File: config.mk
export PLATFORM = sky130hd
export DESIGN_NAME = btn_mode_ctrl
export DESIGN_NICKNAME = d
export VERILOG_FILES = /design/src/rtl/btn_mode_ctrl.sv
export SDC_FILE = /design/constraint.sdc
export NUM_CORES = 1
export LEC_CHECK = 0
export BUFFER_PORTS_ARGS = -buffer_cell sky130_fd_sc_hd__buf_2
export CORE_UTILIZATION = 45
export DETAILED_ROUTE_END_ITERATION = 8
export GPL_TIMING_DRIVEN = 0
export HOLD_SLACK_MARGIN = 0.05
export PLACE_DENSITY_LB_ADDON = 0.25
export SLEW_MARGIN = 15
export SYNTH_ARGS = -nofsm -noshare
export SYNTH_HDL_FRONTEND = slang
export SYNTH_SLANG_ARGS = --single-unit
File: constraint.sdc
create_clock -name clk -period 17.4 [get_ports clk]
set_input_delay 3.48 -clock clk [delete_from_list [all_inputs] [get_ports clk]]
set_output_delay 3.48 -clock clk [all_outputs]
set_load 0.05 [all_outputs]
File: src/rtl/btn_mode_ctrl.sv
// Five-button mode controller: synchronizes and debounces the push buttons,
// turns each accepted press into a one-cycle strobe, and selects/toggles an operation mode.
module btn_mode_ctrl #(
  parameter int BITS            = 16,
  parameter int DEBOUNCE_CYCLES = 1000000,
  parameter int SYNC_STAGES     = 2
) (
  input  logic            clk,
  input  logic            rst,
  input  logic            BTNC,
  input  logic            BTNU,
  input  logic            BTND,
  input  logic            BTNL,
  input  logic            BTNR,
  input  logic [BITS-1:0] sw,
  output logic [4:0]      btn_pulse,
  output logic [2:0]      mode,
  output logic            mode_change,
  output logic [BITS-1:0] sw_hold
);

  localparam int CNT_W = $clog2(DEBOUNCE_CYCLES);
  localparam logic [CNT_W-1:0] CNT_MAX = CNT_W'(DEBOUNCE_CYCLES - 1);

  localparam logic [2:0] MODE_NONE = 3'd0;
  localparam logic [2:0] MODE_MULT = 3'd1;
  localparam logic [2:0] MODE_LO   = 3'd2;
  localparam logic [2:0] MODE_NO   = 3'd3;
  localparam logic [2:0] MODE_ADD  = 3'd4;
  localparam logic [2:0] MODE_SUB  = 3'd5;

  logic [4:0]      btn_sync_q [SYNC_STAGES];
  logic [4:0]      btn_sync_d [SYNC_STAGES];
  logic [BITS-1:0] sw_sync_q  [SYNC_STAGES];
  logic [BITS-1:0] sw_sync_d  [SYNC_STAGES];

  logic [4:0]       stable_q, stable_d;
  logic [4:0]       stable_prev_q, stable_prev_d;
  logic [CNT_W-1:0] cnt_q [5];
  logic [CNT_W-1:0] cnt_d [5];
  logic [4:0]       btn_pulse_q, btn_pulse_d;

  logic [2:0]      mode_q, mode_d;
  logic            mode_change_q, mode_change_d;
  logic [BITS-1:0] sw_hold_q, sw_hold_d;
  logic [2:0]      win_code;
  logic [4:0]      btn_synced;

  // Bit order {R,L,D,U,C} is kept from the synchronizer through to btn_pulse.
  always_comb begin
    btn_sync_d[0] = {BTNR, BTNL, BTND, BTNU, BTNC};
    sw_sync_d[0]  = sw;
    for (int i = 1; i < SYNC_STAGES; i++) begin
      btn_sync_d[i] = btn_sync_q[i-1];
      sw_sync_d[i]  = sw_sync_q[i-1];
    end
  end

  assign btn_synced = btn_sync_q[SYNC_STAGES-1];

  always_comb begin
    // NOTE: every output of a combinational block gets a default first, otherwise a latch is inferred.
    stable_d      = stable_q;
    stable_prev_d = stable_q;
    for (int i = 0; i < 5; i++) begin
      cnt_d[i] = '0;
      if (btn_synced[i] != stable_q[i]) begin
        if (cnt_q[i] == CNT_MAX) stable_d[i] = btn_synced[i];
        else                     cnt_d[i]    = cnt_q[i] + 1'b1;
      end
    end
    btn_pulse_d = stable_q & ~stable_prev_q;
  end

  // Lowest bit index wins: C > U > D > L > R.
  always_comb begin
    win_code = MODE_NONE;
    if      (btn_pulse_q[0]) win_code = MODE_MULT;
    else if (btn_pulse_q[1]) win_code = MODE_LO;
    else if (btn_pulse_q[2]) win_code = MODE_NO;
    else if (btn_pulse_q[3]) win_code = MODE_ADD;
    else if (btn_pulse_q[4]) win_code = MODE_SUB;
  end

  always_comb begin
    mode_d        = mode_q;
    sw_hold_d     = sw_hold_q;
    mode_change_d = 1'b0;
    if (|btn_pulse_q) begin
      mode_change_d = 1'b1;
      if (win_code == mode_q) begin
        mode_d = MODE_NONE;
      end else begin
        mode_d    = win_code;
        sw_hold_d = sw_sync_q[SYNC_STAGES-1];
      end
    end
  end

  // NOTE: state uses non-blocking assignments so every flop samples pre-edge values.
  always_ff @(posedge clk or posedge rst) begin
    if (rst) begin
      // NOTE: synchronizer and counter arrays are ordinary flops, so they are reset element by element.
      for (int i = 0; i < SYNC_STAGES; i++) begin
        btn_sync_q[i] <= '0;
        sw_sync_q[i]  <= '0;
      end
      for (int i = 0; i < 5; i++) cnt_q[i] <= '0;
      stable_q      <= '0;
      stable_prev_q <= '0;
      btn_pulse_q   <= '0;
      mode_q        <= MODE_NONE;
      mode_change_q <= 1'b0;
      sw_hold_q     <= '0;
    end else begin
      for (int i = 0; i < SYNC_STAGES; i++) begin
        btn_sync_q[i] <= btn_sync_d[i];
        sw_sync_q[i]  <= sw_sync_d[i];
      end
      for (int i = 0; i < 5; i++) cnt_q[i] <= cnt_d[i];
      stable_q      <= stable_d;
      stable_prev_q <= stable_prev_d;
      btn_pulse_q   <= btn_pulse_d;
      mode_q        <= mode_d;
      mode_change_q <= mode_change_d;
      sw_hold_q     <= sw_hold_d;
    end
  end

  assign btn_pulse   = btn_pulse_q;
  assign mode        = mode_q;
  assign mode_change = mode_change_q;
  assign sw_hold     = sw_hold_q;

endmodule

Yosys cells after proc, flatten, opt, wreduce, memory -nomap -nowiden

Index checks and enable logic that the tools add are counted.

$add $sub $neg: 5
Eq/ne operators: 11
Muxes and demuxes: 17
Bitwise logic cells: 3
Reduce and logical (&&, ||, !) cells: 7

Operators with widths:

| kind                    | count |
|---|---|
| $mux W20                | 10 |
| $add A20 B1 Y20 const B | 5 |
| $eq A20 B20 Y1 const B  | 5 |
| $mux W3                 | 6 |
| $reduce_and A2 Y1       | 6 |
| $and A5 B5 Y5           | 1 |
| $ne A1 B1 Y1            | 5 |
| $not A5 Y5              | 1 |
| $reduce_or A5 Y1        | 1 |
| $eq A3 B3 Y1            | 1 |
| $mux W1                 | 1 |
| $not A1 Y1              | 1 |

Flip-flop bits (word level): 177
Bits of input ports: 23
Output and inout port bits: 25
Logic and storage cells: 62

Logic depth before layout (Yosys ltp)

Depth after elaboration: 8
Depth in mapped cells: 7
Gate-level depth less buffers: 6

Least setup slack after synthesis

OpenSTA, ideal clock, no wires.

Path type: register -> output
From: register btn_pulse_q[0], in the netlist btn_pulse[0]
To: output port btn_pulse[0]
Arrival: 0.668 ns
Required time: 13.920 ns
Setup slack: 13.252 ns
Cell stages (with the launch flop): 1
Path buffers: 0
Cells stage by stage: dfrtp_1

RTL lines:

| element                  | line | RTL |
|---|---|---|
| start: declaration       | 41   | `logic [4:0] btn_pulse_q, btn_pulse_d;` |
| start signal: assignment | 123  | `btn_pulse_q <= btn_pulse_d;` |
| end: declaration         | 16   | `output logic [4:0] btn_pulse,` |

No word-level cell between the ends.

Worst setup path after layout

From: register btn_pulse_q[4], in the netlist btn_pulse[4]
To: output port btn_pulse[4]

No word-level cell between the ends.

==> metrics.yaml <==
worstReg2RegStart: "cnt_q[33]$_DFF_PP0_"
fin_util_pct: 53.9
power_per_cell_area_mw_per_mm2: 98.6
critPathLaunchType: "register"
die_w_um: 128
clk_path_buf_depth: 2
combPwrFrac_pct: 2.6
max_freq_mhz: 214
tightest_slew_ps: 688
root_buffer: "clkbuf_16"
seq_area_mm2: 0.00443
preCtsSetupSlack_ps: 12940
area_growth_pct: 15.5
finalCritPeriodShare_pct: 26.8
netSwitchingPower_mw: 0.171
post_cts_resize_count: 0
fin_nets: 722
multiInputGateArea_mm2: 0.00266
final_common_cell: "dfrtp_1"
fin_crit_ps: 4670
initial_utilization_pct: 46.7
drt_first_iter_violations: 272
grt_first_pass_wirelength_um: 22500
path_cells: "buf_2"
drt_first_pass_iters: 4
rsz0062_at_grt: "false"
via_count: 4569
grt_pass1_vias: 4785
worstHoldPathType: "reg -> reg"
maxSlewViolCount: 0
cts_made_buffers: 17
path_class: "reg -> out"
hold_violations: 0
rows: 45
yosysSeqAreaShare_pct: 61.5
seq_power_share_pct: 51.8
num_antenna_cells: 0
hold_end: "sw_sync_q[3]$_DFF_PP0_"
setup_viol: 0
n_fill_cell: 1361
io_buffers: 47
r2r_cells: 6
cp.arrival_ps: 1190
worst_slack_ps: 12730
cp.buffers_inverters: 1
end_kind: "output port"
wl_per_cell_um: 13.8
drt.antenna.violating_nets: 0
grt_max_degree: 113
slew_headroom_pct: 53.8
dp_hpwl_um: 8550
synth-seq-cells: 177
viasPerCell: 4.98
hold_path_depth: 0
avgSynthCellArea_um2: 11.5
min_from: "sw_sync_d[3]$_DFF_PP0_"
hold_buffers: 0
core_area_mm2: 0.0154
layout.cells.most_common_list: "177 x dfrtp_1, 125 x nor2_1, 62 x xor2_1"
drt-total-wl_um: 12700
maxCapViolCount: 0
grt_use_total_pct: 17.6
synthCells: 627
cp_max_fo: 5
cts.sink_count: 177
leakage_nw: 3.82
critPathMaxStageDelay_ps: 450
syn_nets: 655
swShare_pct: 20.9
io-pin-count: 48
clock_skew_ps: 7.21
cts_tree: "built"
overflow: 0
required_ps: 13920
clkLatencyLatePin_ps: 430
fin_tns_setup_ps: 0
clk_pin_slew_ps: 60
drive_above_1_share_pct: 15.3
status: "finished clean"
internal_power_mw: 0.648
grt_antenna_before_repair: 0
die_h_um: 128
postCtsSetupBuffers: 0
place.gp.congestion: 0.844
ir_drop_mv: 0.0783
pwr-share-clk_pct: 45.6
die_area_mm2: 0.0165
synthDistinctLibCells: 33
htreeDepth: 4
cp_slowest_cell: "dfrtp_1"
r2r_end: "cnt_q[23]$_DFF_PP0_"
ys_warn_count: 0
critPathTopFamily: "flip-flops"
regToRegSetupSlack_ps: 15310
synth_area_mm2: 0.00720
drt_drc_violations_left: 0
## routing by layer
| metal | wire (µm) | vias up | share of wire [%] | track usage [%] |
|---|---|---|---|---|
| met3 | 411 | 21 | 3.2 | 4.53 |
| met2 | 6010 | 69 | 47 | 27.8 |
| met5 | 0 | - | 0 | 0 |
| met4 | 219 | 0 | 1.7 | 6.85 |
| met1 | 6040 | 2244 | 48 | 23.3 |
| li1 | - | 2235 | - | - |
## Yosys cell counts
cell      instances  share of area (%)
nor4_1            9               0.78
nand4_1          21                1.8
a21oi_1           1              0.069
mux2_2           12                1.9
nor4b_1           6               0.73
nor3_1           16                1.1
and3_1           14                1.2
or2_2             4               0.35
nor2_1          125                6.5
nor2b_1           7               0.61
a22o_1            1               0.12
mux2i_1           1               0.14
xnor2_1          34                4.1
mux2_4            9                1.9
o21ai_0           2               0.14
or4b_1            1               0.14
nor3_2            1               0.14
o21ai_1           1              0.069
buf_2             2               0.14
buf_6             1               0.16
nand2b_1          3               0.26
clkbuf_1          9               0.47
buf_12            1               0.28
o21a_1            1               0.10
nand3_1          45                3.1
ha_1              5               0.87
inv_1            10               0.52
nand2_1          35                1.8
nand4b_1          2               0.24
dfrtp_1         177                 62
and4_1            8               0.97
xor2_1           62                7.5
or3_1             1              0.087
## cell type report
class | count | area share (%)
clock inverter | 9 | 1.26
sequential | 177 | 53.3
clock buffer | 23 | 5.75
inverter | 10 | 0.542
multi-input combinational | 427 | 31.9
buffer | 13 | 0.903
timing repair buffer | 48 | 3.16
tap | 211 | 3.18
## logic make-up after synthesis
kind of cell	synth area share [%]
compound gates	0.504
flops	61.5
simple gates	19.9
buf+inv	1.56
xor+xnor	11.7
fa+ha+maj	0.869
mux	3.89
## power by group through the flow
| stage | Clock, mW | Sequential (mW) | Combinational (mW) |
|---|---|---|---|
| finish | 0.374 | 0.424 | 0.0217 |
| global route | 0.400 | 0.425 | 0.0257 |
| CTS | 0.383 | 0.424 | 0.0228 |
| detailed placement | 0 | 0.432 | 0.0227 |
| global placement | 0 | 0.431 | 0.0209 |
| floorplan | 0 | 0.430 | 0.0148 |
## worst max path at each step
stage                      startpoint  slack, ps  depth (start not counted)                         end
2_1_floorplan                     rst       9120                          1      btn_pulse[0]$_DFF_PP0_
3_3_place_gp                      rst       7530                          2      btn_pulse[0]$_DFF_PP0_
3_5_place_dp                      rst      12940                          3  stable_prev_q[0]$_DFF_PP0_
4_1_cts        btn_pulse[4]$_DFF_PP0_      12710                          1                btn_pulse[4]
5_1_grt        btn_pulse[4]$_DFF_PP0_      12670                          1                btn_pulse[4]
6_report       btn_pulse[4]$_DFF_PP0_      12730                          1                btn_pulse[4]
## flip-flops by register name (all words and copies together) (netlist names)
| name | flops |
|---|---|
| btn_pulse | 5 |
| btn_sync_d | 5 |
| btn_synced | 5 |
| cnt_q | 100 |
| mode | 3 |
| mode_change | 1 |
| stable_prev_d | 5 |
| stable_prev_q | 5 |
| sw_hold | 16 |
| sw_sync_d | 16 |
| sw_sync_q | 16 |
## through the flow
stage | hold WS (ps) | cell area [µm²] | cells | power, mW
2_1_floorplan | 331 | 7200 | 627 | 0.445
3_3_place_gp | 332 | 7700 | 885 | 0.452
3_5_place_dp | 335 | 7730 | 886 | 0.454
4_1_cts | 343 | 8310 | 918 | 0.830
5_1_grt | 349 | 8310 | 918 | 0.851
6_report | 339 | 8310 | 918 | 0.820
No activity file was read; power rests on OpenSTA's default activity.
